### src/rtl/serial_adder_pkg.sv
// serial_adder_pkg: shared types and defaults for the bit-serial adder.
// Holds the FSM state encoding and the default operand width.
package serial_adder_pkg;

    localparam int WIDTH_DEF = 8;

    typedef enum logic [1:0] {
        S_IDLE = 2'd0,
        S_ADD  = 2'd1,
        S_HOLD = 2'd2
    } state_t;

endpackage

### src/rtl/serial_adder_fadder.sv
// fadder: one-bit combinational full adder.
// Ports: a, b, cin in; sum_out, c_out out.
module fadder (
    input  logic a,
    input  logic b,
    input  logic cin,
    output logic sum_out,
    output logic c_out
);

    assign sum_out = a ^ b ^ cin;
    assign c_out   = (a & b) | (cin & (a ^ b));

endmodule

### src/rtl/serial_adder.sv
// serial_adder: bit-serial WIDTH-bit adder, LSB first, one fadder.
// Ports: clk, rst_n; in_valid/in_ready, a_in, b_in, cin (operand side);
//        out_valid/out_ready, sum, cout (result side, held in HOLD).
module serial_adder
    import serial_adder_pkg::*;
#(
    parameter int WIDTH = WIDTH_DEF
) (
    input  logic             clk,
    input  logic             rst_n,
    input  logic             in_valid,
    output logic             in_ready,
    input  logic [WIDTH-1:0] a_in,
    input  logic [WIDTH-1:0] b_in,
    input  logic             cin,
    output logic             out_valid,
    input  logic             out_ready,
    output logic [WIDTH-1:0] sum,
    output logic             cout
);

    localparam int CW = (WIDTH > 1) ? $clog2(WIDTH) : 1;
    localparam logic [CW-1:0] CNT_LAST = CW'(WIDTH - 1);

    state_t           state;
    logic [WIDTH-1:0] a_sr;
    logic [WIDTH-1:0] b_sr;
    logic [WIDTH-1:0] sum_sr;
    logic             carry;
    logic [CW-1:0]    cnt;

    logic             s_bit;
    logic             c_bit;
    logic [WIDTH-1:0] sum_nxt;

    fadder u_fa (
        .a       (a_sr[0]),
        .b       (b_sr[0]),
        .cin     (carry),
        .sum_out (s_bit),
        .c_out   (c_bit)
    );

    // New bit enters at the MSB; after WIDTH shifts bit 0 sits at the LSB.
    // The cast form also covers WIDTH=1 without an empty slice.
    assign sum_nxt = WIDTH'({s_bit, sum_sr} >> 1);

    always_ff @(posedge clk or negedge rst_n) begin
        if (!rst_n) begin
            state     <= S_IDLE;
            a_sr      <= '0;
            b_sr      <= '0;
            sum_sr    <= '0;
            carry     <= 1'b0;
            cnt       <= '0;
            in_ready  <= 1'b1;
            out_valid <= 1'b0;
            sum       <= '0;
            cout      <= 1'b0;
        end else begin
            case (state)
                S_IDLE: begin
                    if (in_valid) begin
                        a_sr     <= a_in;
                        b_sr     <= b_in;
                        carry    <= cin;
                        cnt      <= '0;
                        in_ready <= 1'b0;
                        state    <= S_ADD;
                    end
                end
                S_ADD: begin
                    sum_sr <= sum_nxt;
                    a_sr   <= a_sr >> 1;
                    b_sr   <= b_sr >> 1;
                    carry  <= c_bit;
                    if (cnt == CNT_LAST) begin
                        sum       <= sum_nxt;
                        cout      <= c_bit;
                        out_valid <= 1'b1;
                        state     <= S_HOLD;
                    end else begin
                        cnt <= cnt + CW'(1);
                    end
                end
                S_HOLD: begin
                    if (out_ready) begin
                        out_valid <= 1'b0;
                        in_ready  <= 1'b1;
                        state     <= S_IDLE;
                    end
                end
                default: begin
                    out_valid <= 1'b0;
                    in_ready  <= 1'b1;
                    state     <= S_IDLE;
                end
            endcase
        end
    end

endmodule
### config.mk
export PLATFORM = sky130hd
export DESIGN_NAME = serial_adder
export DESIGN_NICKNAME = d
export VERILOG_FILES = /design/src/rtl/serial_adder_pkg.sv /design/src/rtl/serial_adder_fadder.sv /design/src/rtl/serial_adder.sv
export SDC_FILE = /design/constraint.sdc
export NUM_CORES = 1
export LEC_CHECK = 0
export BUFFER_PORTS_ARGS = -buffer_cell sky130_fd_sc_hd__buf_2
export CORE_ASPECT_RATIO = 1.5
export CORE_UTILIZATION = 55
export DETAILED_ROUTE_END_ITERATION = 10
export PLACE_DENSITY = 0.77
export RECOVER_POWER = 50
export SLEW_MARGIN = 30
export SYNTH_ARGS = -nofsm -noshare
export SYNTH_HDL_FRONTEND = slang
export SYNTH_HIERARCHICAL = 1
export SYNTH_SLANG_ARGS = --single-unit
### constraint.sdc
create_clock -name clk -period 1.6 [get_ports clk]
set_input_delay 0.32 -clock clk [delete_from_list [all_inputs] [get_ports clk]]
set_output_delay 0.32 -clock clk [all_outputs]
set_load 0.02 [all_outputs]
==> metrics.txt, run 1 <==
initial core utilization between 50% and 60%; met2 usage between 30% and 40%; Warnings, synthesis 6; largest net degree at the start of global routing 41; Tightest Hold Check Type input port to flop; worst-path cell chain ha_1 > ha_4 > nor2_1 > mux2_2 > a22o_1; Area growth, synth to finish 17.4%; chip width between 40 and 50 µm; Post-Syn Instances 150; clock group share of total power 18.5%; core region area 3160 µm²; r2r startpoint cnt[0]; layout cells sized above 1 between 30 and 40%; leakage about 1.0 nW; setup violators final 0; CTS tree done; clk slew on worst S/H paths ~0.08 ns; drt drc 0; Cell Area, Synth between 1500 and 2000 µm²; IO Pins 32; CTS buffer count 5; WP data arrival roughly 1.7 ns; Worst Skew about 0.0065 ns; max-slew violation total from the final report 0; cell taking the most area after synthesis dfrtp_1; FF-to-FF setup slack around 0.11 ns; HPWL after DPL around 2500 µm; final net count 209; pin slew with the least headroom to its limit 0.867 ns; critical path required time about 1.8 ns; Sequential Power Share between 40 and 50%; Crit Path Class flop to flop; DRT Pass-1 Iters 4; sequential fraction of the synthesis area a little over half; CTS Sinks 40; RSZ-0062 raised after global routing false; Slowest-stage cell, CP dfrtp_1; max_cap viols 0; cell-internal power a little under 0.003 W; Layout fillers 240; PortBufs 31; PwrDens about 2100 nW/µm²; CP top delay family adder cells; Final ANT Viol Nets 0; Worst VDD drop between 1 and 1.5 mV; Hold Vio Cnt, Final 0; minimum clock period about 1.5 ns; Die Span Y between 70 and 80 µm; Worst Hold End a_sr[7]; setup TNS 0 ns; vias in the first global route approximately 1400; Die ar. 3560 µm²; Worst-Skew Late Latency roughly 0.29 ns; met3 Track Usage GR approximately 4.2%; Hold Path Origin a_in[7]; Synth area leaders dfrtp_1 53%, o221a_2 8.0%, mux2_4 7.4%; first-pass GRT wire length approximately 6100 µm; worst r2r path cells 5; clk buf depth 2; htree depth 2; crit path buf inv count 0; share of the synthesized area in the top cell type 53.4%; synthesized net count ~170; Comb pwr share between 40% and 50%; row count 25; crit end category flop; average wire per standard cell between 15 and 20 µm; share of the clock period used by the worst path just over 90%; Max Fclk approximately 0.67 GHz; initial antenna violation count 0; Ant. Diodes 0; Mean Syn Cell Area 12.2 µm²; hold path depth 3; global-route met1 utilization 26.5%; CP max FO 7; via density per instance around 5.8; Most Crowded Layer GR met2; Root Driver clkbuf_8; gr ovfl total 0; Sw Pwr around 0.0016 W; placer congestion estimate 0.793; RR Endpoint cnt[0]; slowest cell delay on critical path 0.40 ns; Slew HR between 40% and 50%; Design Power between 0.004 and 0.005 W; critical path launch point type flop; synthesized flop and latch total 40; total number of vias around 1300; First DRT Iteration DRCs 51; run status completed; post-synth cell types 26; drt total wl 3590 µm; sw frac a little over a third; gr usage total between 20% and 30%
## flip-flops by register name, summed over array words and instances, names as in the netlist
name,cells
carry,1
out_valid,1
b_sr,8
cnt,3
cout,1
sum_sr,7
a_sr,8
in_ready,1
state,2
sum,8
## how the worst max path moves through the flow
| stage | from | cells past startpoint | end | slack (ns) |
|---|---|---|---|---|
| finish | cnt[0] | 5 | cnt[0] | 0.11 |
| global route | cnt[0] | 5 | cnt[0] | 0.03 |
| CTS | cnt[0] | 5 | cnt[0] | 0.03 |
| detailed placement | cnt[0] | 5 | cnt[0] | -0.03 |
| global placement | cnt[0] | 5 | cnt[0] | 0.08 |
| floorplan | cnt[0] | 5 | cnt[0] | 0.13 |
## power by group through the flow
| stage | Clock, W | Sequential [W] | Combinational, W |
|---|---|---|---|
| floorplan | 0 | 0.00189 | 0.00126 |
| global placement | 0 | 0.00180 | 0.00167 |
| detailed placement | 0 | 0.00184 | 0.00178 |
| CTS | 0.000836 | 0.00182 | 0.00180 |
| global route | 0.000876 | 0.00188 | 0.00194 |
| finish | 0.000823 | 0.00183 | 0.00179 |
## cell usage in the layout, fill, tap and decap left out, drive strengths merged, types with 2 or more instances in the layout
cell type	Yosys	final
nor2b	2	2
o221a	13	13
a21oi	3	3
a22o	5	5
ha	2	2
nor2	9	9
a211oi	2	2
nor3	3	3
nand2	27	27
clkbuf	1	7
nand3b	13	13
dfrtp	39	39
o21ai	5	5
mux2	10	10
nand2b	2	2
buf	10	36
## worst reg2reg max path: cells and delay by family, from the launching register on
family	cells	cell delay, ns
and+or+nand+nor	1	0.09
DFF	1	0.40
muxes	1	0.29
adders and majority gates	2	0.43
AOI/OAI and AO/OA	1	0.18
## through the flow
step | cells | setup slack [ns] | utilization [%] | hold slack [ns] | area [µm²]
floorplan | 150 | 0.129 | - | 0.0244 | 1830
global placement | 217 | 0.0772 | 64.2 | 0.301 | 2030
detailed placement | 217 | -0.0307 | 64.2 | 0.304 | 2030
CTS | 226 | 0.0291 | 68.1 | 0.262 | 2150
global route | 226 | 0.0300 | 67.9 | 0.300 | 2140
finish | 226 | 0.108 | 67.9 | 0.267 | 2140
## cell families after synthesis
group,after synthesis,synth area share (%)
AO/OA/AOI/OAI,29,14.3
adder cells (fa/ha/maj),3,2.47
buffers and inverters,11,3.77
flip-flops,40,54.9
multiplexers,10,8.01
AND/OR/NAND/NOR,57,16.6
## synth_stat cells
| cell type | n |
|---|---|
| clkbuf_2 | 1 |
| nor2b_4 | 1 |
| o221a_2 | 13 |
| o21ai_0 | 5 |
| buf_4 | 1 |
| nor2_1 | 9 |
| nand2b_1 | 2 |
| nand3b_1 | 13 |
| dfrtp_1 | 39 |
| or2_2 | 1 |
| nand2_8 | 1 |
| a22o_1 | 5 |
| a211oi_1 | 2 |
| nor2b_1 | 1 |
| a21oi_1 | 3 |
| buf_6 | 2 |
| nor3_1 | 3 |
| buf_1 | 1 |
| nand2_1 | 26 |
| ha_1 | 2 |
| buf_2 | 6 |
| fa_1 | 1 |
| mux2_4 | 9 |
| o21ba_4 | 1 |
| mux2_2 | 1 |
| dfstp_2 | 1 |
## final cells by class
class	count	area [µm²]	area share [%]
Timing Repair Buffer	39	213	9.92
Clock buffer	5	68.8	3.21
Sequential cell	40	1000	46.7
Clock inverter	3	42.5	1.98
Tap cell	40	50.0	2.33
Multi-Input combinational cell	99	768	35.8
## per-layer routing
metal | vias up | part of all wire [%]
met2 | 41 | 52
met5 | - | 0
met1 | 649 | 41
li1 | 605 | -
met3 | 9 | 4.0
met4 | 0 | 2.4
## what timing repair did
action                                 CTS  global route
hold buffers                             1             0
gates resized for setup                  1             1
endpoints found under the hold margin   39             0
setup buffers                            0             0
setup endpoints to repair                2             2
(Power assumes the default switching activity.)
==> inputs of run 2 (changes only) <==
--- a/config.mk
+++ b/config.mk
@@ -10,7 +10,6 @@
 export CORE_UTILIZATION = 55
 export DETAILED_ROUTE_END_ITERATION = 10
 export PLACE_DENSITY = 0.77
-export RECOVER_POWER = 50
 export SLEW_MARGIN = 30
 export SYNTH_ARGS = -nofsm -noshare
 export SYNTH_HDL_FRONTEND = slang
==> run 2 against run 1 <==
Register-to-register slack about the same. Die area did not move. Non-clock buffer count stayed put. Combinational power barely moved. Wire length up 0.31%. Clock power about the same. Power rose by 0.18%. Sequential cell count stayed put. Design area increased by 0.82%.
==> metrics.txt, run 2 (synthesis gave the netlist of run 1 again) <==
run status completed; final net count 209 (unchanged); Worst Skew 0.00520 ns (-0.00132 ns); Non-Filler Instances 226 (unchanged); share of the clock period used by the worst path 93.2% (-0.094 points); total number of vias 1299 (-0.38%); clock group share of total power 18.4% (about the same); Hold Vio Cnt, Final 0 (unchanged); Die ar. 3560 µm² (unchanged); initial antenna violation count 0 (unchanged); htree depth 2 (unchanged); PortBufs 31 (unchanged); minimum clock period 1.49 ns (-0.00150 ns); DRT Pass-1 Iters 4 (unchanged); fin util 68.4% (+0.55 points); sw frac 35.0% (-0.12 points); core region area 3160 µm² (unchanged); initial core utilization 57.8% (unchanged); WP data arrival 1.68 ns (about the same); Final ANT Viol Nets 0 (unchanged); IO Pins 32 (unchanged); CTS Sinks 40 (unchanged); gr usage total 22.8% (unchanged); Sequential Power Share 41.1% (about the same); CP max FO 7 (unchanged); Crit Path Class flop to flop; max_cap viols 0 (unchanged); placed cell count 217 (unchanged); row count 25 (unchanged); Sw Pwr 0.00156 W (-0.16%); first-pass GRT wire length 6060 µm (unchanged); HPWL after DPL 2450 µm (unchanged); max-slew violation total from the final report 0 (unchanged); placer congestion estimate 0.793 (unchanged); RSZ-0062 raised after global routing false; CTS tree done; Slew HR 73.1% (+31 points); CTS buffer count 5 (unchanged); critical path required time 1.79 ns (about the same); vias in the first global route 1352 (unchanged); drt total wl 3600 µm (+0.31%); average wire per standard cell 15.9 µm (+0.31%); leakage 1.04 nW (+1.1%); PwrDens 2060 nW/µm² (-0.63%); largest net degree at the start of global routing 41 (unchanged); Design Power 0.00446 W (+0.18%); commonest cells after routing, fill and taps aside 39 x dfrtp_1, 31 x buf_2, 26 x nand2_1; pin slew with the least headroom to its limit 0.403 ns (-0.463 ns); cell-internal power 0.00289 W (+0.36%); Tightest Hold Check Type input port to flop; Setup Slack @ Placement -0.0307 ns (unchanged); Area growth, synth to finish 18.4%; via density per instance 5.75 (-0.38%); clk buf depth 2 (unchanged); setup violators final 0 (unchanged); crit end category flop; layout cells sized above 1 40.3% (+1.1 points); biggest regs a_sr: 8 flops, b_sr: 8 flops, sum: 8 flops; Die Span Y 72.6 µm (unchanged); Root Driver clkbuf_8; drt drc 0 (unchanged); Worst VDD drop 1.14 mV (-0.26%); Ant. Diodes 0 (unchanged); chip width 49.1 µm (unchanged); Max Fclk 0.671 GHz (+0.10%); PnR worst setup slack 0.109 ns (+0.00151 ns); Worst-Skew Late Latency 0.29 ns (about the same); commonest non-fill, non-tap cell in the layout dfrtp_1; clk slew on worst S/H paths 0.08 ns (about the same); Comb pwr share 40.5% (about the same); critical path launch point type flop; gr ovfl total 0 (unchanged); First DRT Iteration DRCs 47 (-7.8%)
## run 2: through the flow
stage	hold WS, ns	TNS (ns)	instance area (µm²)
3_5_place_dp	0.304	-0.0307	2030
6_report	0.269	0	2160
2_1_floorplan	0.0244	0	1830
5_1_grt	0.300	0	2160
3_3_place_gp	0.301	0	2030
4_1_cts	0.262	0	2150
## run 2: area by class of cell
| type | count | area (µm²) |
|---|---|---|
| Multi-Input combinational cell | 99 | 768 |
| Timing Repair Buffer | 39 | 230 |
| Clock inverter | 3 | 42.5 |
| Fill cell | 238 | 997 |
| Sequential cell | 40 | 1000 |
| Tap cell | 40 | 50.0 |
| Clock buffer | 5 | 68.8 |
## run 2: what timing repair did
action	CTS	global route
setup buffers	0	0
resized for setup	1	1
setup endpoints to repair	2	2
pin swaps	0	0
hold buffers	1	0
endpoints found under the hold margin	39	0
## run 2: critical path, stage by stage, from the launching register on
cell	delay (ns)
dfrtp_1	0.40
ha_1	0.22
ha_4	0.21
nor2_1	0.08
mux2_2	0.29
a22o_1	0.18
## run 2: worst paths after layout
kind,to,slack [ns],cells past startpoint,from
hold reg to reg,sum_sr[1],0.49,2,sum_sr[1]
setup / recovery,cnt[0],0.11,5,cnt[0]
max in group asynchronous,in_ready,0.83,3,rst_n
setup reg to reg,cnt[0],0.11,5,cnt[0]
hold / removal,a_sr[7],0.27,3,a_in[7]
min in group asynchronous,sum[4],0.52,3,rst_n
## run 2: power groups by stage
stage               clock network (W)  logic (W)  registers (W)
floorplan                           0    0.00126        0.00189
global placement                    0    0.00167        0.00180
detailed placement                  0    0.00178        0.00184
CTS                          0.000836    0.00180        0.00182
global route                 0.000876    0.00195        0.00188
finish                       0.000821    0.00180        0.00183
## run 2: metal layers
metal / routed length [µm] / GRT usage [%] / vias to the layer above
li1: - / - / 604
met1: 1490 / 26.5 / 648
met2: 1880 / 38.7 / 38
met3: 138 / 4.17 / 9
met4: 87 / 14.7 / 0
met5: 0 / 0 / -
